**src/rtl/shift_exec_stage.sv**
```systemverilog
// Two-stage pipelined RV32 execute-stage shift unit.
// S1 registers the operands and computes the shift; S2 holds the result for writeback.
// Every shift uses two left-shifter instances: right shifts go through bit reversal,
// and the arithmetic sign fill is a reversed, inverted left-shifted all-ones mask.

// Logarithmic left shifter shared by all shift operations.
module sll #(
    parameter int unsigned N = 32
) (
    input  logic [N-1:0]         data_i,
    input  logic [$clog2(N)-1:0] sh_i,
    output logic [N-1:0]         data_o
);

    localparam int unsigned ShW = $clog2(N);

    // One conditional power-of-two shift per bit of the shift amount.
    always_comb begin
        data_o = data_i;
        for (int i = 0; i < int'(ShW); i++) begin
            if (sh_i[i]) begin
                data_o = data_o << (1 << i);
            end
        end
    end

endmodule

module shift_exec_stage #(
    parameter int unsigned N    = 32,
    parameter int unsigned TAGW = 5
) (
    input  logic            clk,
    input  logic            rst,
    input  logic            flush,
    input  logic            in_valid,
    output logic            in_ready,
    input  logic [1:0]      in_op,
    input  logic [N-1:0]    in_a,
    input  logic [N-1:0]    in_b,
    input  logic [TAGW-1:0] in_tag,
    output logic            out_valid,
    input  logic            out_ready,
    output logic [N-1:0]    out_result,
    output logic [TAGW-1:0] out_tag,
    output logic            out_illegal,
    output logic [15:0]     op_count
);

    localparam int unsigned ShW = $clog2(N);

    localparam logic [1:0] OpSll = 2'b00;
    localparam logic [1:0] OpSrl = 2'b01;
    localparam logic [1:0] OpSra = 2'b11;

    function automatic logic [N-1:0] rev(input logic [N-1:0] v);
        logic [N-1:0] r;
        for (int i = 0; i < int'(N); i++) begin
            r[i] = v[N-1-i];
        end
        return r;
    endfunction

    // Stage 1: operand register
    logic            s1_valid_q, s1_valid_d;
    logic [1:0]      s1_op_q, s1_op_d;
    logic [N-1:0]    s1_a_q, s1_a_d;
    logic [ShW-1:0]  s1_sh_q, s1_sh_d;
    logic [TAGW-1:0] s1_tag_q, s1_tag_d;

    // Stage 2: result register
    logic            s2_valid_q, s2_valid_d;
    logic [N-1:0]    s2_result_q, s2_result_d;
    logic [TAGW-1:0] s2_tag_q, s2_tag_d;
    logic            s2_illegal_q, s2_illegal_d;

    logic [15:0]     op_count_q, op_count_d;

    logic adv2;
    logic in_xfer;
    logic out_xfer;

    // Only the low shift-amount bits matter; the rest of in_b is intentionally dropped.
    logic unused_b_hi;
    assign unused_b_hi = ^in_b[N-1:ShW];

    assign adv2     = !s2_valid_q || out_ready;
    assign in_ready = !s1_valid_q || adv2;
    assign in_xfer  = in_valid && in_ready;
    assign out_xfer = s2_valid_q && out_ready;

    // Shift datapath, all from S1 registers.
    logic [N-1:0] a_rev;
    logic [N-1:0] sh_src;
    logic [N-1:0] sh_out;
    logic [N-1:0] mask_out;
    logic [N-1:0] srl_res;
    logic [N-1:0] sign_fill;
    logic [N-1:0] s1_result;
    logic         s1_illegal;

    assign a_rev  = rev(s1_a_q);
    assign sh_src = (s1_op_q == OpSll) ? s1_a_q : a_rev;

    sll #(
        .N (N)
    ) u_sll_data (
        .data_i (sh_src),
        .sh_i   (s1_sh_q),
        .data_o (sh_out)
    );

    // All-ones shifted left, reversed and inverted, marks the vacated high bits.
    sll #(
        .N (N)
    ) u_sll_mask (
        .data_i ({N{1'b1}}),
        .sh_i   (s1_sh_q),
        .data_o (mask_out)
    );

    assign srl_res   = rev(sh_out);
    assign sign_fill = s1_a_q[N-1] ? ~rev(mask_out) : '0;

    // Select the result for the decoded operation; reserved encoding yields zero.
    always_comb begin
        s1_result  = '0;
        s1_illegal = 1'b0;
        unique case (s1_op_q)
            OpSll:   s1_result = sh_out;
            OpSrl:   s1_result = srl_res;
            OpSra:   s1_result = srl_res | sign_fill;
            default: s1_illegal = 1'b1;
        endcase
    end

    // Pipeline next-state; flush overrides every other update.
    always_comb begin
        s1_valid_d   = s1_valid_q;
        s1_op_d      = s1_op_q;
        s1_a_d       = s1_a_q;
        s1_sh_d      = s1_sh_q;
        s1_tag_d     = s1_tag_q;
        s2_valid_d   = s2_valid_q;
        s2_result_d  = s2_result_q;
        s2_tag_d     = s2_tag_q;
        s2_illegal_d = s2_illegal_q;
        op_count_d   = op_count_q;

        if (flush) begin
            s1_valid_d = 1'b0;
            s2_valid_d = 1'b0;
        end else begin
            if (out_xfer) begin
                op_count_d = op_count_q + 16'd1;
            end
            if (adv2) begin
                s2_valid_d = s1_valid_q;
                if (s1_valid_q) begin
                    s2_result_d  = s1_result;
                    s2_tag_d     = s1_tag_q;
                    s2_illegal_d = s1_illegal;
                end
                s1_valid_d = 1'b0;
            end
            if (in_xfer) begin
                s1_valid_d = 1'b1;
                s1_op_d    = in_op;
                s1_a_d     = in_a;
                s1_sh_d    = in_b[ShW-1:0];
                s1_tag_d   = in_tag;
            end
        end
    end

    // State registers with asynchronous reset.
    always_ff @(posedge clk or posedge rst) begin
        if (rst) begin
            s1_valid_q   <= 1'b0;
            s1_op_q      <= 2'b00;
            s1_a_q       <= '0;
            s1_sh_q      <= '0;
            s1_tag_q     <= '0;
            s2_valid_q   <= 1'b0;
            s2_result_q  <= '0;
            s2_tag_q     <= '0;
            s2_illegal_q <= 1'b0;
            op_count_q   <= 16'd0;
        end else begin
            s1_valid_q   <= s1_valid_d;
            s1_op_q      <= s1_op_d;
            s1_a_q       <= s1_a_d;
            s1_sh_q      <= s1_sh_d;
            s1_tag_q     <= s1_tag_d;
            s2_valid_q   <= s2_valid_d;
            s2_result_q  <= s2_result_d;
            s2_tag_q     <= s2_tag_d;
            s2_illegal_q <= s2_illegal_d;
            op_count_q   <= op_count_d;
        end
    end

    assign out_valid   = s2_valid_q;
    assign out_result  = s2_result_q;
    assign out_tag     = s2_tag_q;
    assign out_illegal = s2_illegal_q;
    assign op_count    = op_count_q;

endmodule

```
**config.mk**
```make
export PLATFORM = sky130hd
export DESIGN_NAME = shift_exec_stage
export DESIGN_NICKNAME = d
export VERILOG_FILES = /design/src/rtl/shift_exec_stage.sv
export SDC_FILE = /design/constraint.sdc
export NUM_CORES = 1
export LEC_CHECK = 0
export ABC_AREA = 1
export CORE_MARGIN = 2
export CORE_UTILIZATION = 48
export CTS_BUF_LIST = sky130_fd_sc_hd__clkbuf_4
export CTS_CLUSTER_DIAMETER = 50
export CTS_CLUSTER_SIZE = 20
export DETAILED_ROUTE_END_ITERATION = 12
export PLACE_DENSITY = 0.78
export SETUP_SLACK_MARGIN = 0.15
export SLEW_MARGIN = 20
export SYNTH_ARGS = -nofsm -noshare
export SYNTH_HDL_FRONTEND = slang
export SYNTH_SLANG_ARGS = --single-unit
```
**constraint.sdc**
```tcl
create_clock -name clk -period 3.61 [get_ports clk]
set_input_delay 0.722 -clock clk [delete_from_list [all_inputs] [get_ports clk]]
set_output_delay 0.722 -clock clk [all_outputs]
set_load 0.01 [all_outputs]
```
Yosys cells after proc, flatten, opt, wreduce, memory -nomap -nowiden
Index checks and enable logic that the tools add are counted.

operators by class
  equality and inequality tests = 2
  bitwise operators = 3
  reduce and logical (&&, ||, !) cells = 13
  add/sub/neg operators = 1
  multiplexer cells = 19

operator list
  cell                                                             count
  32-bit two-way mux                                               11
  32-bit case mux with 3 select lines                              1
  32-bit NOT                                                       1
  32-bit OR                                                        1
  16-bit by 1-bit adder with 16-bit output, second input constant  1
  1-bit two-way mux                                                7
  2-bit AND reduction                                              2
  3-bit AND reduction                                              1
  3-bit nonzero test                                               1
  3-bit OR reduction                                               1
  2-bit by 1-bit == test with 1-bit output, second input constant  1
  2-bit == test, second input constant                             1
  1-bit logical AND                                                2
  1-bit zero test                                                  2
  2-bit zero test                                                  1
  1-bit logical OR                                                 2
  2-bit nonzero test                                               1
  1-bit NOT                                                        1

storage, ports and cells
  register bits after elaboration = 100
  word-level logic and storage cells = 48

Longest topological paths before layout
  depth in word-level cells = 9
  depth in mapped cells = 18
  gate-level depth less buffers = 16

Modules after synthesis
A second synthesis with hierarchy kept.

unflattened totals
  cells, all modules = 1387
  area, all modules = 8249.2 um2

by module, submodules not included
  module            area an instance (um2)  sequential area each (um2)  times used  cells each
  shift_exec_stage  5058.6                  2502.4                      1           679
  sll               1595.3                  0.0                         2           354

Worst setup path before layout
Ideal clock, no wire load.

  path type = input-to-reg
  from = in flush
  to = reg op_count_q[13], in the netlist op_count[13]
  slack = 1622 ps
  cell stages on the path = 8
  buffers on the path = 0
  library setup time = 79 ps
  arrival time = 1909 ps
  path through = inv_1 -> nand3_2 -> nor3b_1 -> nand4_1 -> nor2_1 -> nand2_1 -> nor2_1 -> xor2_1

on the way
  cells in the longest elaborated chain, start to end = 2

RTL lines
  element                        RTL line  RTL
  start, declared                35        input logic flush,
  1-bit NOT (no line)            --
  2-bit AND reduction (no line)  --
  end signal, assigned           199       op_count_q <= op_count_d;
  end, declared                  77        logic [15:0] op_count_q, op_count_d;

No other way between the ends.
A chain may end at the register's enable or synchronous reset.

Final worst setup path
  from = in out_ready
  to = out in_ready

on the way
  cells in the longest elaborated chain, start to end = 2

RTL lines
  element           RTL line  RTL
  start, declared   43        input logic out_ready,
  1-bit logical OR  87        assign adv2 = !s2_valid_q || out_ready;
  1-bit logical OR  88        assign in_ready = !s1_valid_q || adv2;
  end, declared     37        output logic in_ready,

No other way between the ends.

==> impl_metrics.ini <==
[floorplanning]
die_x_um = 126
start_util_pct = 49.1
die_h_um = 126
ios = 132
rows = 44
coreArea_um2 = 14500
die_area_um2 = 15800

[layout]
syn2layout_area_growth_pct = 18.1
n_antenna_cell = 0
instances_no_fill = 1325
final_util_pct = 58.0
layout-drive-gt1-share_pct = 9.82
nets = 1213
design_area_um2 = 8400

[sta]
clock.fmax_mhz = 376
tightest_slew_ns = 0.846
setup_viol = 0
layout_setup_ws_ns = 0.952
fin_tns_setup_ns = 0
skew_ns = 0.0237
slew_headroom_pct = 43.4
finalHoldViolCount = 0
fin_crit_sh_pct = 73.6
layout_min_cycle_time_ns = 2.66
rsz0062_at_grt = false
final-max-slew-violation-count = 0

[clock_tree]
tritoncts = yes
cts-resized-gates = 0
clockBufferDepth = 2
cts_hold_buf = 0
cts_root_buf = clkbuf_4
cts_setup_buffers = 0
cts.sinks = 100
cts_made_buffers = 9
clkLatencyLatePin_ns = 0.51
clk_pin_slew_ns = 0.18
htreeDepth = 3

[power_and_ir_drop]
max-vdd-ir-drop_v = 0.000291
p_int_mw = 2.19
cellPowerDensity_nw_per_um2 = 463
p_sw_share_pct = 43.7
switchingPower_mw = 1.70
pwr-share-comb_pct = 46.8
p_clk_share_pct = 15.8
p_seq_share_pct = 37.4
p_leak_nw = 4.11

[placed_design]
hpwl_mm = 16.2
gp_congestion = 0.954
dpl.cell_count = 1309
dpl-instance-area_um2 = 8260
post-place-ws_ns = 0.793
io_buffers = 104

[global_route]
grt_pass1_vias = 6763
grt_overflow_total = 0
antenna_found_initial = 0
grt_usage_pct = 27.7
grt_start_max_net_pins = 54
grt_pass1_wl_mm = 35.3

[synthesis]
synthTopCellsByArea = dfrtp_1, nand3_1, nand2_1
syn_avg_cell_area_um2 = 6.70
yosys_warnings = 0
synth.largest_area_cell = dfrtp_1
ys_ff_latch = 100
ys.flop_type = dfrtp_1
ys_async_sr_fraction_pct = 100
seq_area_frac_synth_pct = 35.2
synth_cell_type_count = 37
synth_cells = 1061
synth_edf_count = 0
synth_nets = 1138
syn_area_um2 = 7110
yosysTopAreaCellShare_pct = 35.2

[setup_path]
crit_path_start_kind = input pin
critical-path-slowest-cell = clkdlybuf4s50_1
cp_top_family = buffers and inverters
max_stage_delay_ns = 0.55
required_ns = 2.89
crit_path_end_kind = primary output
critPathMaxFanout = 3
crit_chain = clkdlybuf4s50_1 -> nor2_1 -> nand2_1 -> clkdlybuf4s50_1
arrival_ns = 1.94
criticalPathCategory = in -> out
cpMostUsedCell = clkdlybuf4s50_1
crit_buf_inv = 2

[drt]
drc_errors = 0
drtIter0Drc = 605
wl_per_cell_um = 16.2
vias_per_cell = 5.52
firstDrtPassIters = 5
vias = 7312
ant_nets = 0
wirelength_mm = 21.5

[outcome]
outcome = complete, no violations

[job]
cap_viol_max_count = 0

[min_path]
hold_path.class = reg -> reg
-- per-layer routing --
| layer | GRT usage [%] | vias to the layer above | wire, µm |
|---|---|---|---|
| met2 | 42.8 | 252 | 9600 |
| met5 | 0 | - | 0 |
| li1 | - | 3629 | - |
| met4 | 9.67 | 0 | 599 |
| met1 | 40.0 | 3397 | 9940 |
| met3 | 3.87 | 34 | 1350 |
-- sequential cells by signal, summed over array words and instances (netlist names) --
register	count
op_count	16
out_illegal	1
out_result	32
out_tag	5
out_valid	1
s1_a_q	32
s1_op_q	2
s1_sh_q	5
s1_tag_q	5
s1_valid_q	1
-- per-stage QoR --
| stage | total power, mW | hold WS [ns] |
|---|---|---|
| final | 3.89 | 0.486 |
| after global routing | 4.19 | 0.515 |
| after CTS | 3.90 | 0.491 |
| after detailed placement | 3.28 | 0.462 |
| after global placement | 3.25 | 0.448 |
| after floorplan | 2.63 | 0.436 |
-- power by group through the flow --
| stage | clock [mW] | combinational, mW | sequential [mW] |
|---|---|---|---|
| after global placement | 0 | 1.79 | 1.47 |
| after global routing | 0.680 | 2.03 | 1.48 |
| after detailed placement | 0 | 1.80 | 1.48 |
| final | 0.615 | 1.82 | 1.45 |
| after floorplan | 0 | 1.12 | 1.51 |
| after CTS | 0.631 | 1.81 | 1.46 |
-- worst paths after layout --
kind                                   from  slack (ns)  depth (start not counted)              to
worst max-delay path              out_ready        0.95                          4        in_ready
worst min-delay path            s1_tag_q[4]        0.49                          2      out_tag[4]
worst max register to register   s1_op_q[0]        1.03                         14  out_result[19]
worst min register to register  s1_tag_q[4]        0.49                          2      out_tag[4]
max in group asynchronous               rst        2.28                          3  out_result[30]
min in group asynchronous               rst        0.65                          2      s1_a_q[21]
-- worst min-delay path, stage by stage, from the launching register on --
cell	delay, ns
dfrtp_1	0.38
nand2_1	0.05
nand2_1	0.04
-- logic make-up after synthesis --
family	Yosys count	share of synthesized area, %
simple gates	678	43.9
flops	100	35.2
compound gates	114	8.34
xor+xnor	10	1.23
mux	16	2.53
fa+ha+maj	1	0.176
buf+inv	142	8.60
-- area by class of cell --
| class | count | area (µm²) |
|---|---|---|
| fillers | 1472 | 6080 |
| multi-input cells | 819 | 4000 |
| flip-flops and latches | 100 | 2500 |
| repair buffers | 126 | 1220 |
| inverters | 80 | 303 |
| well taps | 184 | 230 |
| clock inverters | 7 | 75.1 |
| clock buffers | 9 | 67.6 |
-- cell usage after synthesis, types with 3 or more instances --
cell	number
nand3_1	226
nor2_1	96
inv_2	5
nand2_4	3
a21oi_1	68
nand2_2	13
o21ai_0	31
nand4_1	9
o21ai_1	5
xnor2_1	5
xor2_1	5
a31oi_1	4
buf_4	4
buf_2	23
nand3_2	30
dfrtp_1	100
buf_1	8
clkbuf_1	24
nand2_1	296
inv_1	74
mux2_2	16
-- cell usage in the layout, fill, tap and decap left out, types with 3 or more instances in the layout --
cell / n
a31oi_1: 4
inv_1: 73
o21ai_0: 31
nor2_1: 96
nand3_1: 225
nand4_1: 9
buf_4: 21
nand2_1: 296
dfrtp_1: 100
xnor2_1: 5
inv_8: 3
nand2_2: 13
clkdlybuf4s50_1: 104
o21ai_1: 5
clkbuf_4: 9
inv_2: 5
xor2_1: 5
mux2_2: 16
nand3_2: 31
nand2_4: 3
a21oi_1: 68
Power figures use the tool's default switching activity.
